<file path="config.mk">
export PLATFORM = sky130hd
export DESIGN_NAME = result_bcd_convert_flat
export DESIGN_NICKNAME = d
export VERILOG_FILES = /design/src/rtl/result_bcd_convert_if.sv /design/src/rtl/result_bcd_convert.sv /design/src/flat_wrapper.sv
export SDC_FILE = /design/constraint.sdc
export NUM_CORES = 1
export LEC_CHECK = 0
export BUFFER_PORTS_ARGS = -buffer_cell sky130_fd_sc_hd__buf_4
export CAP_MARGIN = 20
export CORE_MARGIN = 1.5
export CORE_UTILIZATION = 62
export CTS_CLUSTER_DIAMETER = 80
export CTS_CLUSTER_SIZE = 30
export DETAILED_ROUTE_END_ITERATION = 10
export PLACE_DENSITY = 0.85
export SETUP_SLACK_MARGIN = 0.02
export SLEW_MARGIN = 0
export SYNTH_ARGS = -nofsm -noshare
export SYNTH_HDL_FRONTEND = slang
export SYNTH_SLANG_ARGS = --single-unit
</file>
<file path="constraint.sdc">
create_clock -name clk -period 5 [get_ports clk]
set_input_delay 1.25 -clock clk [delete_from_list [all_inputs] [get_ports clk]]
set_output_delay 1.25 -clock clk [all_outputs]
set_load 0.01 [all_outputs]
</file>
<file path="src/rtl/result_bcd_convert_if.sv">
// Valid/ready bus carrying a binary value into the BCD converter and the
// packed decimal result back out.
//   in_valid/in_ready/bin        : upstream handshake and binary operand
//   out_valid/out_ready/bcd/ndigits : downstream handshake and BCD result
// slave modport is the converter; master modport is the surrounding logic.
interface result_bcd_convert_if #(
   parameter int unsigned WIDTH  = 32,
   parameter int unsigned DIGITS = 10
) ();
   logic                  in_valid;
   logic                  in_ready;
   logic [WIDTH-1:0]      bin;
   logic                  out_valid;
   logic                  out_ready;
   logic [4*DIGITS-1:0]   bcd;
   logic [3:0]            ndigits;

   modport slave (
      input  in_valid, bin, out_ready,
      output in_ready, out_valid, bcd, ndigits
   );

   modport master (
      output in_valid, bin, out_ready,
      input  in_ready, out_valid, bcd, ndigits
   );
endinterface

</file>
<file path="src/rtl/result_bcd_convert.sv">
// Sequential binary-to-BCD converter (double-dabble, one bit per clock).
// Ports:
//   clk   : rising-edge clock
//   rst_n : asynchronous active-low reset
//   io    : result_bcd_convert_if slave (in_valid/in_ready/bin,
//           out_valid/out_ready/bcd/ndigits)
// bcd digit 0 (units) sits in bits [3:0]; ndigits counts significant digits
// (1 for zero). bcd/ndigits only change when a conversion finishes.
module result_bcd_convert #(
   parameter int unsigned WIDTH  = 32,
   parameter int unsigned DIGITS = 10
) (
   input logic                 clk,
   input logic                 rst_n,
   result_bcd_convert_if.slave io
);
   localparam int unsigned BCD_W = 4 * DIGITS;
   localparam int unsigned CNT_W = $clog2(WIDTH + 1);

   typedef enum logic [1:0] {
      IDLE  = 2'd0,
      SHIFT = 2'd1,
      DONE  = 2'd2
   } state_t;

   state_t             state_q,     state_d;
   logic [WIDTH-1:0]   shreg_q,     shreg_d;
   logic [BCD_W-1:0]   acc_q,       acc_d;
   logic [CNT_W-1:0]   cnt_q,       cnt_d;
   logic [BCD_W-1:0]   bcd_q,       bcd_d;
   logic [3:0]         ndigits_q,   ndigits_d;
   logic               in_ready_q,  in_ready_d;
   logic               out_valid_q, out_valid_d;

   logic [BCD_W-1:0]   adj;
   logic [BCD_W-1:0]   acc_shift;
   logic [3:0]         nd_calc;

   // State and datapath registers
   always_ff @(posedge clk or negedge rst_n) begin
      if (!rst_n) begin
         state_q     <= IDLE;
         shreg_q     <= '0;
         acc_q       <= '0;
         cnt_q       <= '0;
         bcd_q       <= '0;
         ndigits_q   <= '0;
         in_ready_q  <= 1'b1;
         out_valid_q <= 1'b0;
      end else begin
         state_q     <= state_d;
         shreg_q     <= shreg_d;
         acc_q       <= acc_d;
         cnt_q       <= cnt_d;
         bcd_q       <= bcd_d;
         ndigits_q   <= ndigits_d;
         in_ready_q  <= in_ready_d;
         out_valid_q <= out_valid_d;
      end
   end

   // Next-state, one double-dabble step, and registered handshake decodes
   always_comb begin
      state_d   = state_q;
      shreg_d   = shreg_q;
      acc_d     = acc_q;
      cnt_d     = cnt_q;
      bcd_d     = bcd_q;
      ndigits_d = ndigits_q;
      adj       = '0;
      nd_calc   = 4'd1;

      // Add-3 per digit, no carry between digits, then shift in next bit
      for (int i = 0; i < int'(DIGITS); i++) begin
         adj[4*i +: 4] = (acc_q[4*i +: 4] >= 4'd5) ? acc_q[4*i +: 4] + 4'd3
                                                   : acc_q[4*i +: 4];
      end
      acc_shift = {adj[BCD_W-2:0], shreg_q[WIDTH-1]};

      // Highest nonzero digit of the post-shift accumulator, floor of one
      for (int i = 0; i < int'(DIGITS); i++) begin
         if (acc_shift[4*i +: 4] != 4'd0) nd_calc = 4'(i + 1);
      end

      case (state_q)
         IDLE: begin
            if (io.in_valid) begin
               shreg_d = io.bin;
               acc_d   = '0;
               cnt_d   = CNT_W'(WIDTH);
               state_d = SHIFT;
            end
         end
         SHIFT: begin
            acc_d   = acc_shift;
            shreg_d = {shreg_q[WIDTH-2:0], 1'b0};
            cnt_d   = cnt_q - CNT_W'(1);
            if (cnt_q == CNT_W'(1)) begin
               state_d   = DONE;
               bcd_d     = acc_shift;
               ndigits_d = nd_calc;
            end
         end
         DONE: begin
            if (io.out_ready) state_d = IDLE;
         end
         default: state_d = IDLE;
      endcase

      in_ready_d  = (state_d == IDLE);
      out_valid_d = (state_d == DONE);
   end

   assign io.in_ready  = in_ready_q;
   assign io.out_valid = out_valid_q;
   assign io.bcd       = bcd_q;
   assign io.ndigits   = ndigits_q;
endmodule

</file>
<file path="src/flat_wrapper.sv">
// flat-port wrapper written by rule: the top's interface ports become plain ports
module result_bcd_convert_flat 
#(
   parameter int unsigned WIDTH  = 32,
   parameter int unsigned DIGITS = 10
)
  (clk, rst_n, io_in_valid, io_bin, io_out_ready, io_in_ready, io_out_valid, io_bcd, io_ndigits);
  result_bcd_convert_if #(.WIDTH(WIDTH), .DIGITS(DIGITS)) io_i ();
  input logic clk;
  input logic rst_n;
  input wire logic [$bits(io_i.in_valid)-1:0] io_in_valid;
  input wire logic [$bits(io_i.bin)-1:0] io_bin;
  input wire logic [$bits(io_i.out_ready)-1:0] io_out_ready;
  output wire logic [$bits(io_i.in_ready)-1:0] io_in_ready;
  output wire logic [$bits(io_i.out_valid)-1:0] io_out_valid;
  output wire logic [$bits(io_i.bcd)-1:0] io_bcd;
  output wire logic [$bits(io_i.ndigits)-1:0] io_ndigits;
  assign io_i.in_valid = io_in_valid;
  assign io_i.bin = io_bin;
  assign io_i.out_ready = io_out_ready;
  assign io_in_ready = io_i.in_ready;
  assign io_out_valid = io_i.out_valid;
  assign io_bcd = io_i.bcd;
  assign io_ndigits = io_i.ndigits;
  result_bcd_convert #(.WIDTH(WIDTH), .DIGITS(DIGITS)) u_core (.clk(clk), .rst_n(rst_n), .io(io_i));
endmodule
</file>
Yosys cells after proc, flatten, opt, wreduce, memory -nomap -nowiden
Cells that the tools add are included.
{ "word_totals": {"register_bits": 126, "inputBits": 36, "out_inout_bits": 46, "wordCells": 77} }
{ "classes": {"n_addsub": 11, "order_cmp": 10, "eq_ne": 5, "muxes": 29, "n_reduce_logical": 14} }
{ "op_table": {"columns": ["operator", "count"], "rows": [
  ["40-bit one-hot mux with 2 select lines", 1],
  ["4-bit two-way mux", 17],
  ["32-bit one-hot mux with 2 select lines", 1],
  ["4-bit by 3-bit >= comparator with 1-bit output, second input constant", 10],
  ["40-bit two-way mux", 1],
  ["4-bit by 2-bit adder with 4-bit output, second input constant", 9],
  ["4-bit nonzero test", 9],
  ["32-bit two-way mux", 1],
  ["6-bit one-hot mux with 2 select lines", 1],
  ["2-bit two-way mux", 4],
  ["6-bit by 1-bit == test with 1-bit output, second input constant", 1],
  ["6-bit two-way mux", 1],
  ["2-bit one-hot mux with 3 select lines", 1],
  ["6-bit by 1-bit subtractor with 6-bit output, second input constant", 1],
  ["2-bit == test, second input constant", 2],
  ["2-bit zero test", 2],
  ["2-bit AND reduction", 2],
  ["3-bit by 2-bit adder with 3-bit output, second input constant", 1],
  ["3-bit two-way mux", 1],
  ["2-bit by 1-bit == test with 1-bit output, second input constant", 1],
  ["2-bit inequality test, second input constant", 1],
  ["2-bit nonzero test", 1]
]} }

Logic depth before layout (Yosys ltp)
Gate-level depths: netlist of run 1.
{ "logic_depth": {"word_depth": 12, "ltp_mapped": 9, "depth_no_buf": 9} }

Worst setup path before layout of run 1
OpenSTA, ideal clock, no wires.
{ "synth_timing": {"path_kind": "input port to flip-flop", "start": "input port io_in_valid", "end": "register u_core.acc_q[15]", "setup_time_ns": 0.083, "arrival_time_ns": 2.098, "required_ns": 4.917, "path_slack_ns": 2.819, "path_stages": 4, "path_buffers": 1, "path_cell_list": "o21bai_1 clkbuf_1 o21ai_0 o21ai_0"} }
{ "synth_via": {"elab_chain_len": 2} }
{ "synth_lines": {"columns": ["item", "line_no", "rtl"], "rows": [
  ["from (decl)", "flat_wrapper.sv:11", "input wire logic [$bits(io_i.in_valid)-1:0] io_in_valid;"],
  ["2-bit inequality test (no source line)", null, null],
  ["2-bit AND reduction (no source line)", null, null],
  ["to (signal assigned)", "result_bcd_convert.sv:44", "acc_q <= '0;"],
  ["to (signal assigned)", "result_bcd_convert.sv:53", "acc_q <= acc_d;"],
  ["to (decl)", "result_bcd_convert.sv:28", "logic [BCD_W-1:0] acc_q, acc_d;"]
]} }
Every way passes these cells.
A chain may end at the register's enable or synchronous reset.

Worst setup path in the final report of run 1
{ "layout_timing": {"start": "input port io_in_valid", "end": "register u_core.shreg_q[19]"} }
{ "layout_via": {"elab_chain_len": 2} }
{ "layout_lines": {"columns": ["item", "line_no", "rtl"], "rows": [
  ["2-bit inequality test (no source line)", null, null],
  ["2-bit AND reduction (no source line)", null, null],
  ["to (signal assigned)", "result_bcd_convert.sv:52", "shreg_q <= shreg_d;"],
  ["to (decl)", "result_bcd_convert.sv:27", "logic [WIDTH-1:0] shreg_q, shreg_d;"]
]} }
Every way passes these cells.

==> results.cfg, run 1 <==
[status]
outcome = complete, no violations

[logic_synthesis]
syn_area_per_cell_um2 = 9.45
ys_ff_latch = 126
netlist_instances = 663
synth-edff-count = 0
syn-num-nets = 721
yosys.area.top_type = dfrtp_1
synthesis.area_mm2 = 0.00627
synth_ff_type = dfrtp_1
ys_types = 43
synth_top_area_share_pct = 49.9
ys_warn_count = 0
synthArstFlopShare_pct = 100
yosys-top-cells-area = dfrtp_1 (50%), o21ai_0 (7.5%), nand2_1 (6.1%)
ys_seq_area_share_pct = 50.3

[min_path]
hold_path_class = reg -> reg
min_from = u_core.io.bcd[21]$_DFFE_PN0P_
hold_path_depth = 2
hold_path_end = u_core.io.bcd[21]$_DFFE_PN0P_

[worst_setup_path]
arrival_ns = 2.98
critPathMaxFanout = 33
r2r_cells = 9
crit_type = in -> reg
r2r_start = u_core.acc_q[29]$_DFFE_PN0P_
rr_endpoint = u_core.io.ndigits[1]$_DFFE_PN0P_
start_kind = input pin
end_kind = flip-flop
r2r_setup_slack_ns = 2.55
critPathRequiredTime_ns = 5.44
crit_start = io_in_valid

[grt]
grt_pass1_wl_um = 24900
overflow = 0
grt.total_usage_pct = 28.6
grt_start_max_net_pins = 59
grt_pass1_vias = 5179
antenna_found_initial = 0

[timing]
timing.final.crit_share_pct = 50.8
tns_ns = 0
hold_viol = 0
finalCriticalPeriod_ns = 2.54
slew_violations = 0
hold_slack_ns = 0.476
fmax_mhz = 394
rsz0062_at_grt = no
clock_skew_ns = 0.00802
worst_slew_pin_slew_ns = 1.01
setup_slack_ns = 2.46
setup_viol_count_final = 0
slew-limit-headroom_pct = 32.1

[power]
power.density_mw_per_mm2 = 712
static-leakage-power_nw = 3.55
irDropWorstVdd_mv = 0.317

[routing]
viasPerCell = 6.02
wl_per_cell_um = 16.7
first_iter_violations = 322
remaining_drc_errors = 0
vias = 5306
postRouteAntennaNets = 0
drtPass1Iterations = 5
routed_wl_um = 14700

[clock_network]
cts_setup_buffers = 0
postCtsResizedCells = 0
holdBufCountCts = 0
cts_made_buffers = 17
htreeDepth = 4
path_clk_slew_ns = 0.06
cts_root_buffer = clkbuf_8
cts_buffer_depth = 2
worst_skew_pair.late_latency_ns = 0.52
clock_sinks = 126
tritoncts = done

[placed_design]
dp_hpwl_um = 9230
gp_congestion = 0.874
dp_cells = 849
io_buffers = 81
dpl_worst_slack_ns = 1.93

[cells_and_area]
stdcell_count = 882
nets = 794
n_antenna_cell = 0
drive_gt1_share_pct = 19.0
area_delta_synth_final_pct = 21.6

[run]
max_cap_viol_count = 0

[floorplan]
ios = 82
fp.dieH_um = 104
dieWidth_um = 104
initial_core_util_pct = 64.1
dieArea_mm2 = 0.0107
rows = 36
core_area_mm2 = 0.00977
Yosys cell counts (7+ instances only):
library cell	n
clkbuf_1	36
nand2_1	102
nor3b_1	13
a21oi_1	53
nor3_1	10
ha_1	22
inv_1	22
nand2b_1	18
dfrtp_1	125
mux2i_1	7
xnor2_1	10
nand3_1	11
o21ai_1	12
a22o_1	13
nor2b_1	37
a22oi_1	32
nor2_1	10
o21ai_0	94
where the power goes:
part           leakage (nW)  switching (W)  internal (W)
combinational          1.62        0.00132      0.000978
clock                 0.306       0.000455      0.000844
sequential             1.62       0.000370       0.00146
total                  3.55        0.00214       0.00328
cell type report:
| type | count | area, um^2 |
|---|---|---|
| Sequential cell | 126 | 3150 |
| Timing Repair Buffer | 91 | 691 |
| Multi-Input combinational cell | 478 | 2900 |
| Fill cell | 640 | 2160 |
| Clock buffer | 20 | 455 |
| Inverter | 22 | 82.6 |
| Clock inverter | 12 | 165 |
| Tap cell | 133 | 166 |
worst max path at each step:
stage                                                  end  slack (ns)  depth (start not counted)
after floorplan               u_core.acc_q[15]$_DFFE_PN0P_        2.82                          4
after global placement      u_core.shreg_q[21]$_DFFE_PN0P_        2.04                          5
after detailed placement    u_core.shreg_q[17]$_DFFE_PN0P_        1.93                          5
after CTS                 u_core.io.ndigits[0]$_DFFE_PN0P_        2.32                          6
after global routing           u_core.cnt_q[3]$_DFFE_PN0P_        2.27                          5
final                       u_core.shreg_q[19]$_DFFE_PN0P_        2.46                          5
logic make-up after synthesis:
group | count (synthesis) | synth area share (%)
xor+xnor | 10 | 1.40
compound gates | 215 | 20.0
simple gates | 216 | 17.8
buf+inv | 59 | 3.55
fa+ha+maj | 22 | 4.39
flops | 126 | 50.3
mux | 15 | 2.56
worst max-delay path, stage by stage:
cell	delay, ns
buf_4	0.30
nor2b_2	0.89
buf_4	0.30
a21oi_1	0.07
o21ai_0	0.16
metal layers:
metal,global-route usage (%),vias up,routed length [um]
met5,0,-,0
met4,9.82,0,267
met3,7.17,30,1040
met2,46.8,230,7260
met1,37.4,2575,6150
li1,-,2471,-
registers in the layout, summed over array words and instances (netlist names):
name	cells
u_core.acc_q	40
u_core.io.bcd	40
u_core.shreg_q	32
u_core.cnt_q	6
u_core.io.ndigits	4
u_core.state_q	2
u_core.io.in_ready	1
u_core.io.out_valid	1
placed cells by master (no fill, tap or decap), types with 16 or more instances in the layout:
cell type    n
nor2b_1     35
inv_1       22
ha_1        22
a21oi_1     53
clkbuf_16   16
dfrtp_1    125
a22oi_1     32
nand2b_1    18
buf_4       90
o21ai_0     94
nand2_1    102
stage by stage:
step	total power [W]	cell area [um^2]	util (%)
2_1_floorplan	0.00332	6270	-
3_3_place_gp	0.00391	6980	71.4
3_5_place_dp	0.00406	6980	71.4
4_1_cts	0.00541	7600	77.8
5_1_grt	0.00578	7620	77.9
6_report	0.00542	7620	77.9
(Power assumes the default switching activity.)
==> inputs of run 2 (changes only) <==
--- a/config.mk
+++ b/config.mk
@@ -8,11 +8,11 @@
 export BUFFER_PORTS_ARGS = -buffer_cell sky130_fd_sc_hd__buf_4
 export CAP_MARGIN = 20
 export CORE_MARGIN = 1.5
-export CORE_UTILIZATION = 62
+export CORE_UTILIZATION = 52
 export CTS_CLUSTER_DIAMETER = 80
 export CTS_CLUSTER_SIZE = 30
 export DETAILED_ROUTE_END_ITERATION = 10
-export PLACE_DENSITY = 0.85
+export PLACE_DENSITY = 0.76
 export SETUP_SLACK_MARGIN = 0.02
 export SLEW_MARGIN = 0
 export SYNTH_ARGS = -nofsm -noshare
==> constraint.sdc (replaced) <==
create_clock -name clk -period 2.3 [get_ports clk]
set_input_delay 0.575 -clock clk [delete_from_list [all_inputs] [get_ports clk]]
set_output_delay 0.575 -clock clk [all_outputs]
set_load 0.01 [all_outputs]
==> run 2 against run 1 <==
Against the previous run:
- final cell count up 3.2%
- utilization is 10 points lower
- final area up 2.6%
- setup slack got worse by 2.4 ns
- critical endpoint is now u_core.io.ndigits[1]$_DFFE_PN0P_
- sequential power is 120% higher
- clock skew decreased by 0.0030 ns
- register-to-register slack got worse by 2.5 ns
- sequential share of layout area decreased by 1.1 points
- total power rose by 120%
==> results.cfg, run 2 (same netlist as run 1, synthesis figures left out) <==
[cells_and_area]
seqCellArea_mm2 = 0.00315
fill_cells = 919
drive_gt1_share_pct = 22.4
area_delta_synth_final_pct = 24.8
stdcell_count = 910
final_common_cell = dfrtp_1
n_antenna_cell = 0
nets = 812
fin_area_mm2 = 0.00782
layout_common_cells = dfrtp_1 (125), buf_4 (104), nand2_1 (102)
multi_input_area_mm2 = 0.00298

[worst_setup_path]
critPathRequiredTime_ns = 2.65
crit_path_max_incr_delay_ns = 0.50
cp-endpoint = u_core.io.ndigits[1]$_DFFE_PN0P_
r2r_start = u_core.acc_q[24]$_DFFE_PN0P_
crit_type = reg -> reg
r2r_cells = 8
cp_top_family = simple AND/OR/NAND/NOR gates
r2r_setup_slack_ns = 0.03
start_kind = flip-flop
slowest_stage = or4b_4
cp_cell_sequence = ha_2 > nand2b_4 > nor3b_1 > a21oi_1 > or4b_4 > or2_4 > a31o_1 > a21oi_2
crit_cells = 8
end_kind = flip-flop
crit_buf_inv = 0
rr_endpoint = u_core.io.ndigits[1]$_DFFE_PN0P_
crit_start = u_core.acc_q[24]$_DFFE_PN0P_
arrival_ns = 2.62
critPathMaxFanout = 4

[clock_network]
cts_root_buffer = clkbuf_16
tritoncts = done
worst_skew_pair.late_latency_ns = 0.41
path_clk_slew_ns = 0.05
cts_made_buffers = 17
holdBufCountCts = 0
cts_buffer_depth = 2
clock_sinks = 126
htreeDepth = 4

[power]
irDropWorstVdd_mv = 0.825
static-leakage-power_nw = 3.62
power.density_mw_per_mm2 = 1520

[floorplan]
fp.dieH_um = 113
core_area_mm2 = 0.0116
ios = 82
dieWidth_um = 113
dieArea_mm2 = 0.0127
rows = 39
initial_core_util_pct = 54.2

[routing]
top_layer = met4
drtPass1Iterations = 5
wl_met1_um = 6440
viasPerCell = 5.76
routed_wl_um = 15100
wl_per_cell_um = 16.6
remaining_drc_errors = 0
routed-wl-met3_um = 870
postRouteAntennaNets = 0
vias = 5243
first_iter_violations = 281
wl_met2_um = 7520

[min_path]
hold_path_class = in -> async

[timing]
rsz0062_at_grt = yes
timing.final.crit_share_pct = 98.7
clock_skew_ns = 0.00506
fmax_mhz = 441
finalCriticalPeriod_ns = 2.27
setup_viol_count_final = 0
slew-limit-headroom_pct = 60.2
worst_slew_pin_slew_ns = 0.592
hold_viol = 0
slew_violations = 0

[placed_design]
dp_hpwl_um = 10000
gp_congestion = 0.834
dpl_cell_area_mm2 = 0.00716
io_buffers = 81
dp_cells = 872

[grt]
grt_start_max_net_pins = 51
grt_pass1_wl_um = 25200
antenna_found_initial = 0
overflow = 0
grt.total_usage_pct = 24.7
grt_pass1_vias = 5263

[status]
outcome = complete, no violations

[run]
max_cap_viol_count = 0
## run 2: changes by cell type in the layout (fill, tap and decap cells not counted), sizes merged
cell,change
buf,+18
clkinvlp,-1
clkbuf,+6
clkinv,-1
bufinv,-4
## run 2: where the power goes
part	leakage, nW	internal [W]	switching [W]
registers	1.62	0.00318	0.000815
clock network	0.270	0.00151	0.000931
logic	1.73	0.00246	0.00298
## run 2: how the worst min path moves through the flow
stage                                   from                       endpoint  slack [ns]  depth (start not counted)
4_1_cts                                rst_n  u_core.io.bcd[39]$_DFFE_PN0P_        0.07                          1
3_3_place_gp     u_core.cnt_q[4]$_DFFE_PN0P_    u_core.cnt_q[4]$_DFFE_PN0P_        0.46                          1
3_5_place_dp   u_core.io.bcd[37]$_DFFE_PN0P_  u_core.io.bcd[37]$_DFFE_PN0P_        0.46                          2
6_report                               rst_n  u_core.io.bcd[32]$_DFFE_PN0P_        0.07                          1
2_1_floorplan                          rst_n    u_core.acc_q[0]$_DFFE_PN0P_        0.28                          0
5_1_grt                                rst_n  u_core.io.bcd[34]$_DFFE_PN0P_        0.08                          1
## run 2: layout make-up
| type | count | area share, % |
|---|---|---|
| Timing Repair Buffer | 109 | 11.3 |
| Clock inverter | 6 | 0.416 |
| Multi-Input combinational cell | 478 | 38.1 |
| Inverter | 22 | 1.06 |
| Sequential cell | 126 | 40.3 |
| Clock buffer | 26 | 6.51 |
| Tap cell | 143 | 2.29 |
## run 2: stage by stage
step / setup WS (ns) / hold slack (ns) / setup TNS, ns / utilization, % / total power (W)
6_report: 0.0305 / 0.0739 / 0 / 67.6 / 0.0119
5_1_grt: -0.0216 / 0.0848 / -0.0216 / 67.6 / 0.0127
4_1_cts: 0.0239 / 0.0667 / 0 / 66.9 / 0.0117
3_5_place_dp: -0.0437 / 0.463 / -0.0761 / 61.9 / 0.00908
3_3_place_gp: 0.0799 / 0.462 / 0 / 61.9 / 0.00872
2_1_floorplan: 0.162 / 0.279 / 0 / - / 0.00722
## run 2: what timing repair did
action                                  CTS  global route
resized for setup                         7            13
setup buffers                             2             4
endpoints found under the setup margin    3             4
pin swaps                                 1             2
## run 2: metal layers
layer  vias up  global-route usage, %
li1       2492                      -
met1      2592                   31.0
met2       137                   41.1
met3        22                   6.75
met4         0                   9.37
met5         -                      0
==> inputs of run 3 (changes only) <==
--- a/config.mk
+++ b/config.mk
@@ -7,12 +7,13 @@
 export LEC_CHECK = 0
 export BUFFER_PORTS_ARGS = -buffer_cell sky130_fd_sc_hd__buf_4
 export CAP_MARGIN = 20
-export CORE_MARGIN = 1.5
 export CORE_UTILIZATION = 52
 export CTS_CLUSTER_DIAMETER = 80
 export CTS_CLUSTER_SIZE = 30
 export DETAILED_ROUTE_END_ITERATION = 10
+export MAX_ROUTING_LAYER = met4
 export PLACE_DENSITY = 0.76
+export RECOVER_POWER = 25
 export SETUP_SLACK_MARGIN = 0.02
 export SLEW_MARGIN = 0
 export SYNTH_ARGS = -nofsm -noshare
==> run 3 against run 2 <==
Against the previous run:
- the run now ends with DRC left
- global-route usage up 1.5 points
- flip-flop and latch count stayed put
- final cell count is the same
- non-clock buffer count unchanged
- sequential power hardly changed
- count of clock-buffer cells in the layout did not move
- utilization is 0.54 points higher
- total power increased by 2.5%
- hold slack improved by 0.22 ns
- register-to-register slack is essentially flat
- clock skew increased by 0.0078 ns
- wire length rose by 0.67%
- critical endpoint unchanged
==> results.cfg, run 3 (same netlist as run 1, synthesis figures left out) <==
[timing]
timing.final.crit_share_pct = 99.0
setup_slack_ns = 0.0236
hold_viol = 0
finalCriticalPeriod_ns = 2.28
slew_violations = 0
fmax_mhz = 439
clock_skew_ns = 0.0129
slew-limit-headroom_pct = 38.0
rsz0062_at_grt = yes
setup_viol_count_final = 0
worst_slew_pin_slew_ns = 0.929

[cells_and_area]
area_delta_synth_final_pct = 25.8
final_util_pct = 68.2
nets = 812
drive_gt1_share_pct = 22.7
final_common_cell = dfrtp_1
layout_common_cells = dfrtp_1 (124), buf_4 (103), nand2_1 (102)
n_antenna_cell = 0

[routing]
wl_per_cell_um = 16.7
remaining_drc_errors = 5
postRouteAntennaNets = 0
routed_wl_um = 15200
drtPass1Iterations = 10
viasPerCell = 5.74
first_iter_violations = 426
vias = 5219

[clock_network]
cts_made_buffers = 17
worst_skew_pair.late_latency_ns = 0.42
cts_root_buffer = clkbuf_16
path_clk_slew_ns = 0.05
holdBufCountCts = 0
cts_buffer_depth = 2
clock_sinks = 126
htreeDepth = 4
tritoncts = done

[worst_setup_path]
rr_endpoint = u_core.io.ndigits[1]$_DFFE_PN0P_
arrival_ns = 2.63
r2r_setup_slack_ns = 0.02
crit_type = reg -> reg
cp-endpoint = u_core.io.ndigits[1]$_DFFE_PN0P_
crit_path_max_incr_delay_ns = 0.50
cp_cell_sequence = inv_1 > ha_4 > nand2b_1 > nor3b_1 > a21oi_2 > or4b_4 > or2_4 > a31o_1 > a21oi_2
r2r_cells = 9
r2r_start = u_core.acc_q[24]$_DFFE_PN0P_
cp_common_cell = a21oi_2
start_kind = flip-flop
slowest_stage = or4b_4
end_kind = flip-flop
critPathRequiredTime_ns = 2.65
critPathMaxFanout = 5
crit_start = u_core.acc_q[24]$_DFFE_PN0P_

[status]
violations = DRC
outcome = finished, violations left

[grt]
overflow = 0
grt_pass1_wl_um = 25000
antenna_found_initial = 0
grt_pass1_vias = 5191
grt.total_usage_pct = 26.2
grt_start_max_net_pins = 51

[placed_design]
dpl_worst_slack_ns = -0.0778
dp_hpwl_um = 9820
gp_congestion = 0.796
io_buffers = 81

[min_path]
hold_path_class = in -> async

[floorplan]
dieWidth_um = 112
core_area_mm2 = 0.0116
initial_core_util_pct = 54.2
ios = 82
fp.dieH_um = 112
rows = 39
dieArea_mm2 = 0.0125

[run]
max_cap_viol_count = 0

[power]
static-leakage-power_nw = 3.65
power.density_mw_per_mm2 = 1540
irDropWorstVdd_mv = 0.617
-- run 3: worst min-delay path by stage --
stage,from,end,cells past startpoint
after detailed placement,u_core.io.bcd[13]$_DFFE_PN0P_,u_core.io.bcd[13]$_DFFE_PN0P_,2
after global placement,u_core.io.bcd[9]$_DFFE_PN0P_,u_core.io.bcd[9]$_DFFE_PN0P_,2
final,rst_n,u_core.io.bcd[34]$_DFFE_PN0P_,1
after floorplan,rst_n,u_core.acc_q[0]$_DFFE_PN0P_,0
after CTS,rst_n,u_core.acc_q[34]$_DFFE_PN0P_,1
after global routing,rst_n,u_core.io.bcd[34]$_DFFE_PN0P_,1
-- run 3: worst max-delay path, delay by kind of cell (launching register included) --
family / cells / cell delay (ns)
buffers and inverters: 1 / 0.17
flip-flops: 1 / 0.41
adder cells (fa/ha/maj): 1 / 0.19
AO/OA/AOI/OAI: 3 / 0.46
AND/OR/NAND/NOR: 4 / 0.98
-- run 3: repair_timing --
action                                  in CTS  in global routing
pin swaps                                    2                  6
setup buffers                                3                  3
gates resized for setup                      9                 14
endpoints found under the setup margin       3                  4
cloned                                       0                  0
-- run 3: where the power goes --
| group | switching, W | internal [W] | total, W |
|---|---|---|---|
| Combinational | 0.00300 | 0.00250 | 0.00549 |
| Sequential | 0.000821 | 0.00318 | 0.00400 |
| Clock | 0.000950 | 0.00173 | 0.00268 |
-- run 3: cell type report --
type | instances | area (um^2)
clock buffer | 26 | 509
clock inverter | 6 | 80.1
fill | 886 | 3680
inverter | 22 | 82.6
multi-input combinational | 478 | 3000
sequential | 126 | 3160
tap | 143 | 179
timing repair buffer | 109 | 878
-- run 3: through the flow --
step / power [W] / cell area [um^2] / cells / TNS (ns) / hold WS, ns
floorplan: 0.00722 / 6270 / 663 / 0 / 0.279
global placement: 0.00872 / 7160 / 872 / 0 / 0.462
detailed placement: 0.00908 / 7160 / 872 / -0.120 / 0.463
CTS: 0.0120 / 7800 / 907 / 0 / 0.122
global route: 0.0130 / 7880 / 910 / -0.104 / 0.355
finish: 0.0122 / 7880 / 910 / 0 / 0.289
-- run 3: metal layers --
| layer | vias up | track usage (%) | wire length, um |
|---|---|---|---|
| li1 | 2500 | - | - |
| met1 | 2523 | 32.1 | 6670 |
| met2 | 167 | 41.3 | 7290 |
| met3 | 29 | 7.29 | 967 |
| met4 | 0 | 10.3 | 271 |
| met5 | - | - | 0 |
